$ cat src/rtl/i4004_clock_sequencer_if.sv
// Signal bundle between the i4004 clock sequencer and the CPU/peripheral side.
// Handshake: no valid/ready pairs; the levels are sampled every clk_i edge, step_i is a one-cycle pulse, and every output changes only on clk_i.
interface i4004_clock_sequencer_if;
  logic       sync_i;
  logic       halt_i;
  logic       step_i;
  logic       PHI1_o;
  logic       PHI2_o;
  logic       RESET_o;
  logic [2:0] phase_o;
  logic       cycle_stb_o;
  logic       locked_o;
  logic       sync_err_o;
  logic       halted_o;
  logic [1:0] dbg_state_o;

  modport master (
    input  sync_i, halt_i, step_i,
    output PHI1_o, PHI2_o, RESET_o, phase_o, cycle_stb_o,
    output locked_o, sync_err_o, halted_o, dbg_state_o
  );

  modport slave (
    output sync_i, halt_i, step_i,
    input  PHI1_o, PHI2_o, RESET_o, phase_o, cycle_stb_o,
    input  locked_o, sync_err_o, halted_o, dbg_state_o
  );
endinterface

$ cat src/rtl/i4004_clock_sequencer.sv
// Two-phase PHI1/PHI2 generator, CPU reset stretcher, instruction-phase tracker
// and run/halt/single-step controller for the i4004 core.
module i4004_clock_sequencer #(
  parameter int unsigned DIV        = 4,
  parameter int unsigned RESET_HOLD = 8
) (
  input logic                     clk_i,
  input logic                     rst_i,
  i4004_clock_sequencer_if.master bus
);

  localparam int unsigned       HOLD_W    = 11;
  localparam logic [HOLD_W-1:0] HOLD_LOAD = HOLD_W'(RESET_HOLD * 8);
  localparam logic [7:0]        DIV_MAX   = 8'(DIV - 1);
  localparam logic [2:0]        X3        = 3'd7;
  localparam logic [2:0]        A1        = 3'd0;

  typedef enum logic [1:0] {
    RUN      = 2'd0,
    STOPPING = 2'd1,
    HALTED   = 2'd2,
    STEP     = 2'd3
  } run_state_e;

  run_state_e        state_q, state_d;
  logic [7:0]        div_q, div_d;
  logic [1:0]        slot_q, slot_d;
  logic [HOLD_W-1:0] hold_q, hold_d;
  logic [3:0]        step_q, step_d;
  logic [2:0]        phase_q, phase_d;
  logic [1:0]        clean_q, clean_d;
  logic              locked_q, locked_d;
  logic              err_d;
  logic              phi1_q, phi2_q, reset_q, stb_q, err_q, halted_q;
  logic              advance, div_wrap, enter_slot2, period_end, halt_req;

  // Slot engine, reset hold counter and phase tracker.
  always_comb begin
    advance     = (state_q != HALTED);
    div_wrap    = advance && (div_q == DIV_MAX);
    enter_slot2 = div_wrap && (slot_q == 2'd1);
    period_end  = div_wrap && (slot_q == 2'd3);
    halt_req    = bus.halt_i && !reset_q;

    div_d  = div_q;
    slot_d = slot_q;
    if (advance) begin
      if (div_wrap) begin
        div_d  = '0;
        slot_d = slot_q + 2'd1;
      end else begin
        div_d = div_q + 8'd1;
      end
    end

    hold_d = hold_q;
    if (period_end && (hold_q != '0)) begin
      hold_d = hold_q - HOLD_W'(1);
    end

    phase_d  = phase_q;
    clean_d  = clean_q;
    locked_d = locked_q;
    err_d    = 1'b0;
    if (enter_slot2) begin
      if (phase_q == X3) begin
        phase_d = A1;
        if (bus.sync_i) begin
          err_d    = 1'b1;
          locked_d = 1'b0;
          clean_d  = 2'd0;
        end else begin
          clean_d = (clean_q == 2'd2) ? 2'd2 : clean_q + 2'd1;
          if (clean_q != 2'd0) begin
            locked_d = 1'b1;
          end
        end
      end else if (!bus.sync_i) begin
        // SYNC arrived early: snap to A1 and start relocking.
        phase_d  = A1;
        err_d    = 1'b1;
        locked_d = 1'b0;
        clean_d  = 2'd0;
      end else begin
        phase_d = phase_q + 3'd1;
      end
    end
  end

  // Run control; clocks only stop or resume at slot 0, count 0.
  always_comb begin
    state_d = state_q;
    step_d  = step_q;
    case (state_q)
      RUN: begin
        if (halt_req) state_d = STOPPING;
      end
      STOPPING: begin
        if (!bus.halt_i) begin
          state_d = RUN;
        end else if (period_end && (phase_q == X3)) begin
          state_d = HALTED;
        end
      end
      HALTED: begin
        if (!bus.halt_i) begin
          state_d = RUN;
        end else if (bus.step_i) begin
          state_d = STEP;
          step_d  = 4'd8;
        end
      end
      STEP: begin
        if (period_end) begin
          step_d = step_q - 4'd1;
          if (step_q == 4'd1) begin
            state_d = bus.halt_i ? HALTED : RUN;
          end
        end
      end
      default: state_d = RUN;
    endcase
  end

  always_ff @(posedge clk_i) begin
    if (rst_i) begin
      state_q  <= RUN;
      div_q    <= '0;
      slot_q   <= '0;
      hold_q   <= HOLD_LOAD;
      step_q   <= '0;
      phase_q  <= X3;
      clean_q  <= '0;
      locked_q <= 1'b0;
      phi1_q   <= 1'b0;
      phi2_q   <= 1'b0;
      reset_q  <= 1'b1;
      stb_q    <= 1'b0;
      err_q    <= 1'b0;
      halted_q <= 1'b0;
    end else begin
      state_q  <= state_d;
      div_q    <= div_d;
      slot_q   <= slot_d;
      hold_q   <= hold_d;
      step_q   <= step_d;
      phase_q  <= phase_d;
      clean_q  <= clean_d;
      locked_q <= locked_d;
      phi1_q   <= (state_d != HALTED) && (slot_d == 2'd0);
      phi2_q   <= (state_d != HALTED) && (slot_d == 2'd2);
      reset_q  <= (hold_d != '0);
      stb_q    <= enter_slot2;
      err_q    <= err_d;
      halted_q <= (state_d == HALTED);
    end
  end

  assign bus.PHI1_o      = phi1_q;
  assign bus.PHI2_o      = phi2_q;
  assign bus.RESET_o     = reset_q;
  assign bus.phase_o     = phase_q;
  assign bus.cycle_stb_o = stb_q;
  assign bus.locked_o    = locked_q;
  assign bus.sync_err_o  = err_q;
  assign bus.halted_o    = halted_q;
  assign bus.dbg_state_o = state_q;

endmodule
$ cat src/flat_wrapper.sv
// flat-port wrapper written by rule: the top's interface ports become plain ports
module i4004_clock_sequencer_flat 
#(
  parameter int unsigned DIV        = 4,
  parameter int unsigned RESET_HOLD = 8
)
  (clk_i, rst_i, bus_sync_i, bus_halt_i, bus_step_i, bus_PHI1_o, bus_PHI2_o, bus_RESET_o, bus_phase_o, bus_cycle_stb_o, bus_locked_o, bus_sync_err_o, bus_halted_o, bus_dbg_state_o);
  i4004_clock_sequencer_if bus_i ();
  input logic clk_i;
  input logic rst_i;
  input wire logic [$bits(bus_i.sync_i)-1:0] bus_sync_i;
  input wire logic [$bits(bus_i.halt_i)-1:0] bus_halt_i;
  input wire logic [$bits(bus_i.step_i)-1:0] bus_step_i;
  output wire logic [$bits(bus_i.PHI1_o)-1:0] bus_PHI1_o;
  output wire logic [$bits(bus_i.PHI2_o)-1:0] bus_PHI2_o;
  output wire logic [$bits(bus_i.RESET_o)-1:0] bus_RESET_o;
  output wire logic [$bits(bus_i.phase_o)-1:0] bus_phase_o;
  output wire logic [$bits(bus_i.cycle_stb_o)-1:0] bus_cycle_stb_o;
  output wire logic [$bits(bus_i.locked_o)-1:0] bus_locked_o;
  output wire logic [$bits(bus_i.sync_err_o)-1:0] bus_sync_err_o;
  output wire logic [$bits(bus_i.halted_o)-1:0] bus_halted_o;
  output wire logic [$bits(bus_i.dbg_state_o)-1:0] bus_dbg_state_o;
  assign bus_i.sync_i = bus_sync_i;
  assign bus_i.halt_i = bus_halt_i;
  assign bus_i.step_i = bus_step_i;
  assign bus_PHI1_o = bus_i.PHI1_o;
  assign bus_PHI2_o = bus_i.PHI2_o;
  assign bus_RESET_o = bus_i.RESET_o;
  assign bus_phase_o = bus_i.phase_o;
  assign bus_cycle_stb_o = bus_i.cycle_stb_o;
  assign bus_locked_o = bus_i.locked_o;
  assign bus_sync_err_o = bus_i.sync_err_o;
  assign bus_halted_o = bus_i.halted_o;
  assign bus_dbg_state_o = bus_i.dbg_state_o;
  i4004_clock_sequencer #(.DIV(DIV), .RESET_HOLD(RESET_HOLD)) u_core (.clk_i(clk_i), .rst_i(rst_i), .bus(bus_i));
endmodule
$ cat config.mk
export PLATFORM = sky130hd
export DESIGN_NAME = i4004_clock_sequencer_flat
export DESIGN_NICKNAME = d
export VERILOG_FILES = /design/src/rtl/i4004_clock_sequencer_if.sv /design/src/rtl/i4004_clock_sequencer.sv /design/src/flat_wrapper.sv
export SDC_FILE = /design/constraint.sdc
export NUM_CORES = 1
export LEC_CHECK = 0
export CAP_MARGIN = 5
export CORE_UTILIZATION = 30
export CTS_CLUSTER_DIAMETER = 30
export DETAILED_ROUTE_END_ITERATION = 10
export PLACE_DENSITY = 0.52
export SLEW_MARGIN = 5
export SYNTH_ARGS = -nofsm -noshare
export SYNTH_HDL_FRONTEND = slang
export SYNTH_SLANG_ARGS = --single-unit
$ cat constraint.sdc
create_clock -name clk_i -period 2 [get_ports clk_i]
set_input_delay 0.6 -clock clk_i [delete_from_list [all_inputs] [get_ports clk_i]]
set_output_delay 0.6 -clock clk_i [all_outputs]
set_load 0.05 [all_outputs]
Word level (Yosys, flattened, before mapping)
Cells that the tools add are included.

Register bits after elaboration: 39. Input port bits: 5. Output and inout bits: 12. Logic and storage cells: 88.

Add/sub/neg operators: 6. Equal/unequal tests: 18. Multiplexer cells: 30. Bitwise operators: 1. Reductions and logical operators: 19.

Operator list (number): 2-bit 2-to-1 mux (14); 11-bit nonzero test (2); 2-bit equality test, second input constant (6); 4-bit 2-to-1 mux (3); 11-bit 2-to-1 mux (1); 11-bit by 1-bit subtractor with 11-bit output, second input constant (1); 8-bit by 1-bit adder with 8-bit output, second input constant (1); 8-bit by 2-bit equality test with 1-bit output, second input constant (1); 1-bit logical AND (8); 8-bit 2-to-1 mux (1); 2-bit inequality test, second input constant (4); 2-bit one-hot mux with 4 select lines (1); 4-bit one-hot mux with 2 select lines (1); 1-bit 2-to-1 mux (7); 3-bit 2-to-1 mux (2); 2-bit by 1-bit adder with 2-bit output, second input constant (2); 2-bit by 1-bit equality test with 1-bit output, second input constant (2); 4-bit by 1-bit equality test with 1-bit output, second input constant (1); 2-bit zero test (2); 2-bit by 1-bit inequality test with 1-bit output, second input constant (2); 4-bit AND reduction (1); 2-bit nonzero test (2); 4-bit by 1-bit subtractor with 4-bit output, second input constant (1); 3-bit by 1-bit adder with 3-bit output, second input constant (1); 7 further kinds (7).

Longest topological paths before layout
Depth in word-level cells: 9. Depth in mapped cells: 7. Mapped depth without buffers: 7.

Least setup slack after synthesis
Ideal clock, no wire load.

Path kind: reg2reg. From: register u_core.state_q[0], in the netlist u_core.bus.dbg_state_o[0]. To: register u_core.reset_q, in the netlist u_core.bus.RESET_o. Library setup time: 132 ps. Data arrival time: 1970 ps. Data required time: 1868 ps. Setup slack: -102 ps. Stages on the path, launching flop included: 6. Clock period less this slack: 2102 ps. Cells stage by stage: dfxtp_1 nand2b_4 nand4_4 or4_4 a221oi_2 nand4_1.

Longest elaborated chain between the ends: 6.

RTL lines: start, declared (line i4004_clock_sequencer.sv:25) `run_state_e state_q, state_d;`; start signal, assigned (line i4004_clock_sequencer.sv:142) `state_q <= state_d;`; 2-bit inequality test (line i4004_clock_sequencer.sv:39) `advance = (state_q != HALTED);`; 1-bit logical AND (line i4004_clock_sequencer.sv:40) `div_wrap = advance && (div_q == DIV_MAX);`; 1-bit logical AND (line i4004_clock_sequencer.sv:42) `period_end = div_wrap && (slot_q == 2'd3);`; 1-bit logical AND (line i4004_clock_sequencer.sv:57) `if (period_end && (hold_q != '0)) begin`; 11-bit 2-to-1 mux (line i4004_clock_sequencer.sv:57); 11-bit nonzero test (line i4004_clock_sequencer.sv:152) `reset_q <= (hold_d != '0);`; end signal, assigned (line i4004_clock_sequencer.sv:152); end, declared (line i4004_clock_sequencer.sv:34) `logic phi1_q, phi2_q, reset_q, stb_q, err_q, halted_q;`.

Every way passes these cells. A chain may end at the register's enable or synchronous reset.

Worst setup path in the final report
From: register u_core.slot_q[0]. To: register u_core.reset_q, in the netlist u_core.bus.RESET_o.

Longest elaborated chain between the ends: 5.

RTL lines: start, declared (line i4004_clock_sequencer.sv:27) `logic [1:0] slot_q, slot_d;`; start signal, assigned (line i4004_clock_sequencer.sv:144) `slot_q <= slot_d;`; 2-bit equality test (line i4004_clock_sequencer.sv:42); 1-bit logical AND (line i4004_clock_sequencer.sv:42); 1-bit logical AND (line i4004_clock_sequencer.sv:57); 11-bit 2-to-1 mux (line i4004_clock_sequencer.sv:57); 11-bit nonzero test (line i4004_clock_sequencer.sv:152).

Every way passes these cells.

==> results.json <==
{
  "status": "complete, no violations",
  "dieArea_mm2": 0.007452,
  "regArea_um2": 788.3,
  "cts_buffers": 5,
  "ys_seq_area_share_pct": 36.60,
  "synth_fp_nets": 258,
  "postCtsHoldBufs": 0,
  "grt.total_usage_pct": 13.50,
  "ys_ff_latch": 39,
  "num-nets-final": 309,
  "synth_cell_type_count": 51,
  "critical_path.endpoint_type": "flop",
  "finalCriticalPeriod_ns": 1.998,
  "p_leak_nw": 1.094,
  "slew_headroom_pct": 69.65,
  "vias": 1840,
  "clock_latency_ns": 0.30,
  "cts_tree": "yes",
  "fin_crit_sh_pct": 99.89,
  "start_kind": "flop",
  "via_per_inst": 4.730,
  "num_rows": 30,
  "layout_commonest_cell": "buf_4",
  "gp_congestion": 0.8581,
  "cts_root_buf": "clkbuf_8",
  "io_pins": 17,
  "drv_cap": 0,
  "cts.clk_slew.worst_paths_ns": 0.09,
  "io_buffers": 16,
  "fin_cells": 389,
  "synth_cells": 241,
  "min_path_type": "flop to flop",
  "skew_ns": 0.005423,
  "syn_to_final_growth_pct": 31.67,
  "cts_sinks": 39,
  "crit_required_ns": 2.17,
  "drive_above_1_share_pct": 31.06,
  "yosysWarnings": 0,
  "hold_viol": 0,
  "hpwl_um": 3572,
  "start_util_pct": 31.23,
  "placedCellCount": 380,
  "antenna_cells": 0,
  "clk_path_buf_depth": 2,
  "synth_edf_count": 0,
  "die_h_um": 86.33,
  "drtAntennaViolNets": 0,
  "post_drt_wl_per_cell_um": 12.46,
  "multi_input_area_mm2": 0.001299,
  "worst-setup-path-type": "flop to flop",
  "first_pass_iters": 4,
  "timing.final.ws_setup_ns": 0.002277,
  "ir_drop_uv": 200.5,
  "slew_viol_final": 0,
  "grt_overflow": 0,
  "grt_max_degree": 22,
  "synth_area_leaders": "dfxtp_1 37%, ha_1 7.0%, nor2_1 5.3%, xnor2_1 3.7%, nor3_1 3.0%",
  "grt_pass1_vias": 1675,
  "rsz0062_at_grt": "yes",
  "synth.avg_cell_area_um2": 8.852,
  "synth_ff_type": "dfxtp_1",
  "drt_iter0_markers": 37,
  "syn_area_mm2": 0.002133,
  "grt_pass1_wl_um": 7769,
  "timing.fmax_mhz": 500.6,
  "n_fill_cell": 705,
  "tightest_slew_ns": 0.4542,
  "power_density_mw_per_mm2": 566.7,
  "arrival_ns": 2.16,
  "die_w_um": 86.33,
  "drt-total-wl_um": 4848,
  "post-place-ws_ns": -0.1278,
  "async_flop_share_pct": 0,
  "drc_errors": 0,
  "antenna_found_initial": 0,
  "synth_top_area_share_pct": 36.60,
  "finalSetupViolCount": 0,
  "synth.largest_area_cell": "dfxtp_1",
  "final_cell_mix": "47 x buf_4, 33 x dfxtp_1, 29 x nor2_1",
  "htreeDepth": 2,
  "critPathMaxFanout": 2,
  "core-area_mm2": 0.006832,
  "utilization_pct": 41.12
}
-- layout make-up --
type / count / share of cell area [%]
inverter: 15 / 2.004
clock buffer: 5 / 2.450
multi-input combinational: 178 / 46.24
timing repair buffer: 53 / 15.41
tap: 96 / 4.276
clock inverter: 3 / 1.559
sequential: 39 / 28.06
-- cells by family after synthesis --
| family | count (synthesis) | share of synthesized area, % |
|---|---|---|
| adders and majority gates | 12 | 7.038 |
| AOI/OAI and AO/OA | 34 | 11.14 |
| and+or+nand+nor | 115 | 31.79 |
| muxes | 6 | 2.933 |
| xor gates and xnor gates | 11 | 4.516 |
| buffers and inverters | 24 | 5.982 |
| DFF | 39 | 36.60 |
-- cell usage after synthesis, drive strengths merged, types with 4 or more instances --
master  instances
a211o           4
a21oi          11
a31oi           4
and3            4
clkbuf          5
dfxtp          39
ha             12
inv            15
mux2i           4
nand2          17
nand3           8
nand4           5
nor2           30
nor3           14
nor4           10
or3             6
xnor2           9
-- stage by stage --
| step | setup TNS (ns) | cell area, um^2 | hold WS (ns) | power, mW |
|---|---|---|---|---|
| CTS | 0 | 2740 | 0.4868 | 1.608 |
| global placement | -0.1257 | 2611 | 0.4626 | 0.9253 |
| detailed placement | -0.1278 | 2611 | 0.4645 | 0.9253 |
| global route | -0.06655 | 2809 | 0.4973 | 1.657 |
| floorplan | -0.04864 | 2137 | 0.4492 | 0.8832 |
| finish | 0 | 2809 | 0.4825 | 1.592 |
-- worst max-delay path, stage by stage, from the launching register on --
cell     delay, ns
dfxtp_2       0.36
ha_4          0.13
or3b_4        0.37
or3_4         0.34
o21a_1        0.21
nor4_2        0.33
nand4_1       0.13
-- sequential cells by signal, summed over array words and instances (netlist names), 2 cells and up --
name	cells
u_core.hold_q	11
u_core.div_q	8
u_core.bus.phase_o	3
u_core.clean_q	2
u_core.step_q	4
u_core.bus.dbg_state_o	2
u_core.slot_q	2
-- power by group --
group          internal (mW)  switching [mW]  leakage (nW)  total (mW)
Sequential             0.787         0.00754         0.316       0.794
Clock                  0.372           0.310        0.0581       0.682
Combinational         0.0497          0.0666         0.720       0.116
-- metal layers --
metal	vias to the layer above	global-route usage [%]	part of all wire, %
met5	-	0	0
met4	0	7.273	2.0
met3	9	2.857	3.2
met2	21	21.50	46
met1	851	17.08	49
li1	959	-	-
-- final timing paths --
kind	from	to	slack [ns]	cells after the start
max reg2reg	u_core.slot_q[0]$_SDFF_PP0_	u_core.bus.RESET_o$_SDFF_PP1_	0.002	6
min	u_core.bus.phase_o[1]$_SDFFE_PP1P_	u_core.bus.phase_o[1]$_SDFFE_PP1P_	0.48	1
min reg2reg	u_core.bus.phase_o[1]$_SDFFE_PP1P_	u_core.bus.phase_o[1]$_SDFFE_PP1P_	0.48	1
max	u_core.slot_q[0]$_SDFF_PP0_	u_core.bus.RESET_o$_SDFF_PP1_	0.002	6
-- what timing repair did --
| item | 4_1_cts | 5_1_grt |
|---|---|---|
| pin swaps | 3 | 6 |
| gates resized for setup | 5 | 11 |
| setup endpoints to repair | 1 | 3 |
| setup buffers | 0 | 1 |
(Power assumes the default switching activity.)
